$ cat src/rtl/pwm_reg_arbiter.sv
// pwm_reg_arbiter: round-robin arbiter sharing the pwm APB register port among NREQ requesters.
// Optional ACCESS-phase timeout is built only when PWM_ARB_TIMEOUT_EN is defined.
module pwm_reg_arbiter #(
  parameter int NREQ    = 3,
  parameter int AW      = 8,
  parameter int DW      = 32,
  parameter int TMO_CYC = 16
) (
  input  logic              clk_i,
  input  logic              rst_i,
  input  logic [NREQ-1:0]   req_valid_i,
  input  logic [NREQ-1:0]   req_write_i,
  input  logic [NREQ*AW-1:0] req_addr_i,
  input  logic [NREQ*DW-1:0] req_wdata_i,
  output logic [NREQ-1:0]   req_ready_o,
  output logic [NREQ-1:0]   rsp_valid_o,
  output logic [DW-1:0]     rsp_rdata_o,
  output logic              rsp_err_o,
  output logic              psel_o,
  output logic              penable_o,
  output logic              write_o,
  output logic [AW-1:0]     addr_o,
  output logic [DW-1:0]     wdata_o,
  input  logic [DW-1:0]     rdata_i,
  input  logic              pready_i,
  input  logic              pslverr_i,
  output logic              busy_o,
  output logic [1:0]        dbg_state_o
);

  localparam int IW = (NREQ > 1) ? $clog2(NREQ) : 1;

  typedef enum logic [1:0] {S_IDLE, S_SETUP, S_ACCESS, S_RESP} state_t;

  state_t          state_q, state_d;
  logic [IW-1:0]   rr_ptr_q;
  logic [IW-1:0]   gnt_q;
  logic            write_q;
  logic [AW-1:0]   addr_q;
  logic [DW-1:0]   wdata_q;
  logic [DW-1:0]   rdata_q;
  logic            err_q;
  logic [IW-1:0]   pick_idx;
  logic            pick_vld;
  logic            tmo_hit;

  function automatic logic [IW-1:0] wrap_add(input logic [IW-1:0] base, input int off);
    int s;
    s = int'(base) + off;
    if (s >= NREQ) s = s - NREQ;
    return IW'(s);
  endfunction

  // Descending scan so the requester closest to rr_ptr (lowest offset) is the final winner.
  always_comb begin
    pick_vld = 1'b0;
    pick_idx = '0;
    for (int i = NREQ - 1; i >= 0; i--) begin
      if (req_valid_i[wrap_add(rr_ptr_q, i)]) begin
        pick_vld = 1'b1;
        pick_idx = wrap_add(rr_ptr_q, i);
      end
    end
  end

`ifdef PWM_ARB_TIMEOUT_EN
  localparam int CW = $clog2(TMO_CYC) + 1;
  logic [CW-1:0] tmo_cnt_q;

  assign tmo_hit = !pready_i && (tmo_cnt_q == CW'(TMO_CYC - 1));

  // Cleared during SETUP so it reads 0 on the first ACCESS cycle.
  always_ff @(posedge clk_i) begin
    if (rst_i) begin
      tmo_cnt_q <= '0;
    end else if (state_q == S_SETUP) begin
      tmo_cnt_q <= '0;
    end else if (state_q == S_ACCESS && !pready_i) begin
      tmo_cnt_q <= tmo_cnt_q + 1'b1;
    end
  end
`else
  // No timeout path: ACCESS waits for pready indefinitely.
  assign tmo_hit = (TMO_CYC < 0);
`endif

  always_ff @(posedge clk_i) begin
    if (rst_i) state_q <= S_IDLE;
    else       state_q <= state_d;
  end

  always_comb begin
    state_d = state_q;
    case (state_q)
      S_IDLE:   if (pick_vld) state_d = S_SETUP;
      S_SETUP:  state_d = S_ACCESS;
      S_ACCESS: if (pready_i || tmo_hit) state_d = S_RESP;
      S_RESP:   state_d = S_IDLE;
      default:  state_d = S_IDLE;
    endcase
  end

  always_ff @(posedge clk_i) begin
    if (rst_i) begin
      rr_ptr_q <= '0;
      gnt_q    <= '0;
      write_q  <= 1'b0;
      addr_q   <= '0;
      wdata_q  <= '0;
      rdata_q  <= '0;
      err_q    <= 1'b0;
    end else begin
      case (state_q)
        S_IDLE: begin
          if (pick_vld) begin
            gnt_q   <= pick_idx;
            write_q <= req_write_i[pick_idx];
            addr_q  <= req_addr_i[pick_idx*AW +: AW];
            wdata_q <= req_wdata_i[pick_idx*DW +: DW];
          end
        end
        S_ACCESS: begin
          if (pready_i) begin
            rdata_q <= write_q ? '0 : rdata_i;
            err_q   <= pslverr_i;
          end else if (tmo_hit) begin
            rdata_q <= '0;
            err_q   <= 1'b1;
          end
        end
        S_RESP:  rr_ptr_q <= wrap_add(gnt_q, 1);
        default: ;
      endcase
    end
  end

  // Handshake: req_valid_i[k] is held with stable fields until req_ready_o[k] pulses for one
  // cycle (accepted at that clock edge); rsp_valid_o[k] is a one-cycle pulse with no back-pressure.
  always_comb begin
    req_ready_o = '0;
    rsp_valid_o = '0;
    rsp_rdata_o = '0;
    rsp_err_o   = 1'b0;
    if (state_q == S_IDLE && pick_vld && !rst_i) begin
      req_ready_o = NREQ'(1) << pick_idx;
    end
    if (state_q == S_RESP) begin
      rsp_valid_o = NREQ'(1) << gnt_q;
      rsp_rdata_o = rdata_q;
      rsp_err_o   = err_q;
    end
  end

  assign psel_o      = (state_q == S_SETUP) || (state_q == S_ACCESS);
  assign penable_o   = (state_q == S_ACCESS);
  assign write_o     = psel_o & write_q;
  assign addr_o      = addr_q;
  assign wdata_o     = wdata_q;
  assign busy_o      = (state_q != S_IDLE);
  assign dbg_state_o = state_q;

endmodule

$ cat config.mk
export PLATFORM = sky130hd
export DESIGN_NAME = pwm_reg_arbiter
export DESIGN_NICKNAME = d
export VERILOG_FILES = /design/src/rtl/pwm_reg_arbiter.sv
export SDC_FILE = /design/constraint.sdc
export NUM_CORES = 1
export LEC_CHECK = 0
export BUFFER_PORTS_ARGS = -buffer_cell sky130_fd_sc_hd__buf_2
export CORE_UTILIZATION = 51
export DETAILED_ROUTE_END_ITERATION = 10
export HOLD_SLACK_MARGIN = 0.05
export PLACE_DENSITY_LB_ADDON = 0.25
export SKIP_CTS_REPAIR_TIMING = 1
export SYNTH_ARGS = -nofsm -noshare
export SYNTH_HDL_FRONTEND = slang
export SYNTH_SLANG_ARGS = --single-unit
$ cat constraint.sdc
create_clock -name clk_i -period 3.7 [get_ports clk_i]
set_input_delay 0.74 -clock clk_i [delete_from_list [all_inputs] [get_ports clk_i]]
set_output_delay 0.74 -clock clk_i [all_outputs]
set_load 0.02 [all_outputs]
==> results.md <==
- Status: finished, final reports clean
- Clk buf depth: 2
- CTS Root Cell: clkbuf_8
- TritonCTS clock tree: done
- Cell taking the most area after synthesis: dfxtp_1
- Critical path type: reg2out
- XOR/XNOR share of the synthesized area: 0%
- CP Capture Type: output pin
- Post-Synth Adder-Cell Area: 2.90%
- Flop pwr share: just over 30%
- Layout cell share with drive strength beyond 1: 33.6%
- Share of the synthesized area in the top cell type: 30.9%
- Register area share after synthesis: 30.9%
- Worst-path cell chain: inv_1 > ha_1 > nand3b_1 > o21ai_1 > o21a_2 > nand3_4 > a211oi_1 > buf_2
- Worst path max stage delay: 0.36 ns
- Max-Cap Viols: 0
- Synth Cell Area: roughly 0.0052 sq mm
- Rel. slew slack: 28.8%
- Post-Synth Simple-Gate Area: 32.1%
- Post-Route Setup TNS: 0 ns
- Hold Crit Start: err_q
- Num rows: 36
- CP arrival: 2.64 ns
- VDD IR-drop max: about 0.33 mV
- IO Pins: 247
- Slew Viols, Final: 0
- Worst Setup SP: rr_ptr_q[0]
- Mux cell area share after synthesis: 8.71%
- Final WL: 15,700 um
- # setup viols final: 0
- Async SR Flop Fraction: 0%
- CTS sink cnt: 80
- Internal Power: ~2.1 mW
- Initial Util: 52.8%
- First-pass GRT wire length: roughly 24,000 um
- Iter 0 DRT Violations: roughly 270
- Final Cell Area: between 0.006 and 0.007 sq mm
- Vias in the first global route: 5,168
- Post-synthesis compound-gate area fraction: 18.9%
- Largest net degree at the start of global routing: approximately 70
- Core area: 0.00982 sq mm
- DR vias: 5,854
- Die area: 0.0106 sq mm
- CTS clk-pin slew, worst paths: 0.09 ns
- P_sw: 1.81 mW
- # diodes: 0
- Post-synth EDFFs: 0
- Power density cells: 587 mW/mm^2
- Die W: about 100 um
- Skew final: 0.0126 ns
- Total grt overflow: 0
- Synth Flop Type: dfxtp_1
- Fin crit share: 91.2%
- Drt drc: 0
- Post-synthesis register bit count: 80
- Leak pwr: roughly 2.8 nW
- Post-synth net total: 821
- Fin nets: 1,021
- Placed Area: 0.00644 sq mm
- Fmax: 296 MHz
- Netlist cell types: 38
- Combinational share of power: 52.1%
- ANT nets after route: 0
- Depth of the CTS H-tree: 3
- Port Buffers: 246
- Vias per cell: 5.94
- Initial antenna violation count: 0
- DR pass1 iterations: 4
- P&R area growth vs syn: 28.1%
- Reg2Reg Launch Point: rr_ptr_q[0]
- Largest family of logic cells by synthesized area: simple AND/OR/NAND/NOR gates
- Minimum clock period: 3.38 ns
- Worst-path fanout max: 18
- Required time of the critical path: a little under 3 ns
- Post-DP HPWL: between 10,000 and 15,000 um
- Top cells by area, synth: dfxtp_1 (31%), mux2i_1 (8.5%), nand3_1 (8.0%)
- Slew @ Worst Pin: between 1 and 1.5 ns
- Clk Latency, worst-skew pair: approximately 0.36 ns
- Clock share of power: 16.8%
- Gpl congestion: 0.863
- YS warnings: 0
- Routed WL per cell: 15.9 um
- GRT Overall Usage: 28.2%
- Inserted Clock Buffers: 9
- Synth Area per Inst: approximately 8 sq um
- Final Hold Fails: 0
- Crit-path slowest cell: ha_1
- Worst hold-check path type: reg2reg
- Crit path launch type: flop
- Post-synthesis instance total: ~650
- RSZ-0062 raised after global routing: false
- Die Ht: about 100 um
- Sw Ratio: 46.3%
## sequential cells by signal, summed over array words and instances (netlist names)
register,cells
write_q,1
addr_o,8
rdata_q,32
err_q,1
gnt_q,2
wdata_o,32
rr_ptr_q,2
dbg_state_o,2
## through the flow
| step | power (mW) | setup slack [ns] | hold slack [ns] | utilization [%] | instances |
|---|---|---|---|---|---|
| 4_1_cts | 3.91 | 0.302 | 0.472 | 67.6 | 985 |
| 5_1_grt | 4.15 | 0.0939 | 0.513 | 67.6 | 985 |
| 6_report | 3.90 | 0.324 | 0.474 | 67.6 | 985 |
| 2_1_floorplan | 2.65 | 0.734 | 0.432 | - | 647 |
| 3_3_place_gp | 3.20 | 0.715 | 0.442 | 65.6 | 969 |
| 3_5_place_dp | 3.26 | 0.610 | 0.461 | 65.6 | 969 |
## worst max-delay path, delay by kind of cell (launching register included)
family	cells	cell delay, ns
buffers and inverters	2	0.31
flip-flops	1	0.35
adder cells (fa/ha/maj)	1	0.36
AND/OR/NAND/NOR	2	0.47
AO/OA/AOI/OAI	3	0.78
## layout by cell type (no fill, tap or decap), types with 2 or more instances in the layout
master      Yosys  routed
inv_1           9       9
clkinvlp_4      0       3
buf_2          13     246
nor2_1         81      81
ha_1           12      11
dfxtp_1        80      80
and4_1         41      41
nand4_1         2       2
nand3_1        83      83
a21oi_1        36      36
a311oi_1       41      41
buf_4           4      14
o211ai_1       42      42
nor2b_1         3       3
clkbuf_8        0       9
nor3b_1        32      32
mux2i_1        44      44
and2_1         37      37
nand2_1         7       6
a211oi_1        5       4
clkinv_4        0       2
## cell usage after synthesis, types with 2 or more instances
library cell	n
nand3_1	83
o21a_1	2
buf_4	4
nand2_1	7
mux2i_1	44
and4_1	41
clkbuf_1	49
dfxtp_1	80
nor2_1	81
nor2b_1	3
a21oi_1	36
a311oi_1	41
a211oi_1	5
nor3b_1	32
ha_1	12
buf_1	6
inv_1	9
and2_1	37
o21ai_1	2
nand4_1	2
o211ai_1	42
buf_2	13
## power groups by stage
stage	sequential (mW)	combinational [mW]	clock, mW
global placement	1.22	1.97	0
global route	1.24	2.21	0.699
detailed placement	1.23	2.03	0
finish	1.22	2.03	0.654
CTS	1.22	2.03	0.663
floorplan	1.44	1.21	0
## layout make-up
class | count | area (sq um)
multi-input combinational | 485 | 3280
fill | 858 | 3180
sequential | 80 | 1600
timing repair buffer | 261 | 1360
tap | 133 | 166
clock buffer | 10 | 128
clock inverter | 6 | 70.1
inverter | 10 | 37.5
## kinds of logic (layout without fill, tap and decap cells)
logic type | Yosys count | after routing
simple gates | 293 | 293
flops | 80 | 80
compound gates | 135 | 135
fa+ha+maj | 12 | 12
buf+inv | 82 | 287
mux | 45 | 45
## metal layers
metal	GRT usage, %	vias up	share of wire, %
met3	4.75	46	6.6
met4	14.0	0	3.2
met5	0	-	0
met1	33.0	2737	42
li1	-	2809	-
met2	49.9	262	48
## worst paths after layout
kind	slack (ns)	depth (start not counted)	to
hold reg to reg	0.47	2	err_q
setup reg to reg	1.05	8	wdata_o[15]
hold / removal	0.47	2	err_q
setup / recovery	0.32	8	req_ready_o[0]
No activity file was read; power rests on OpenSTA's default activity.
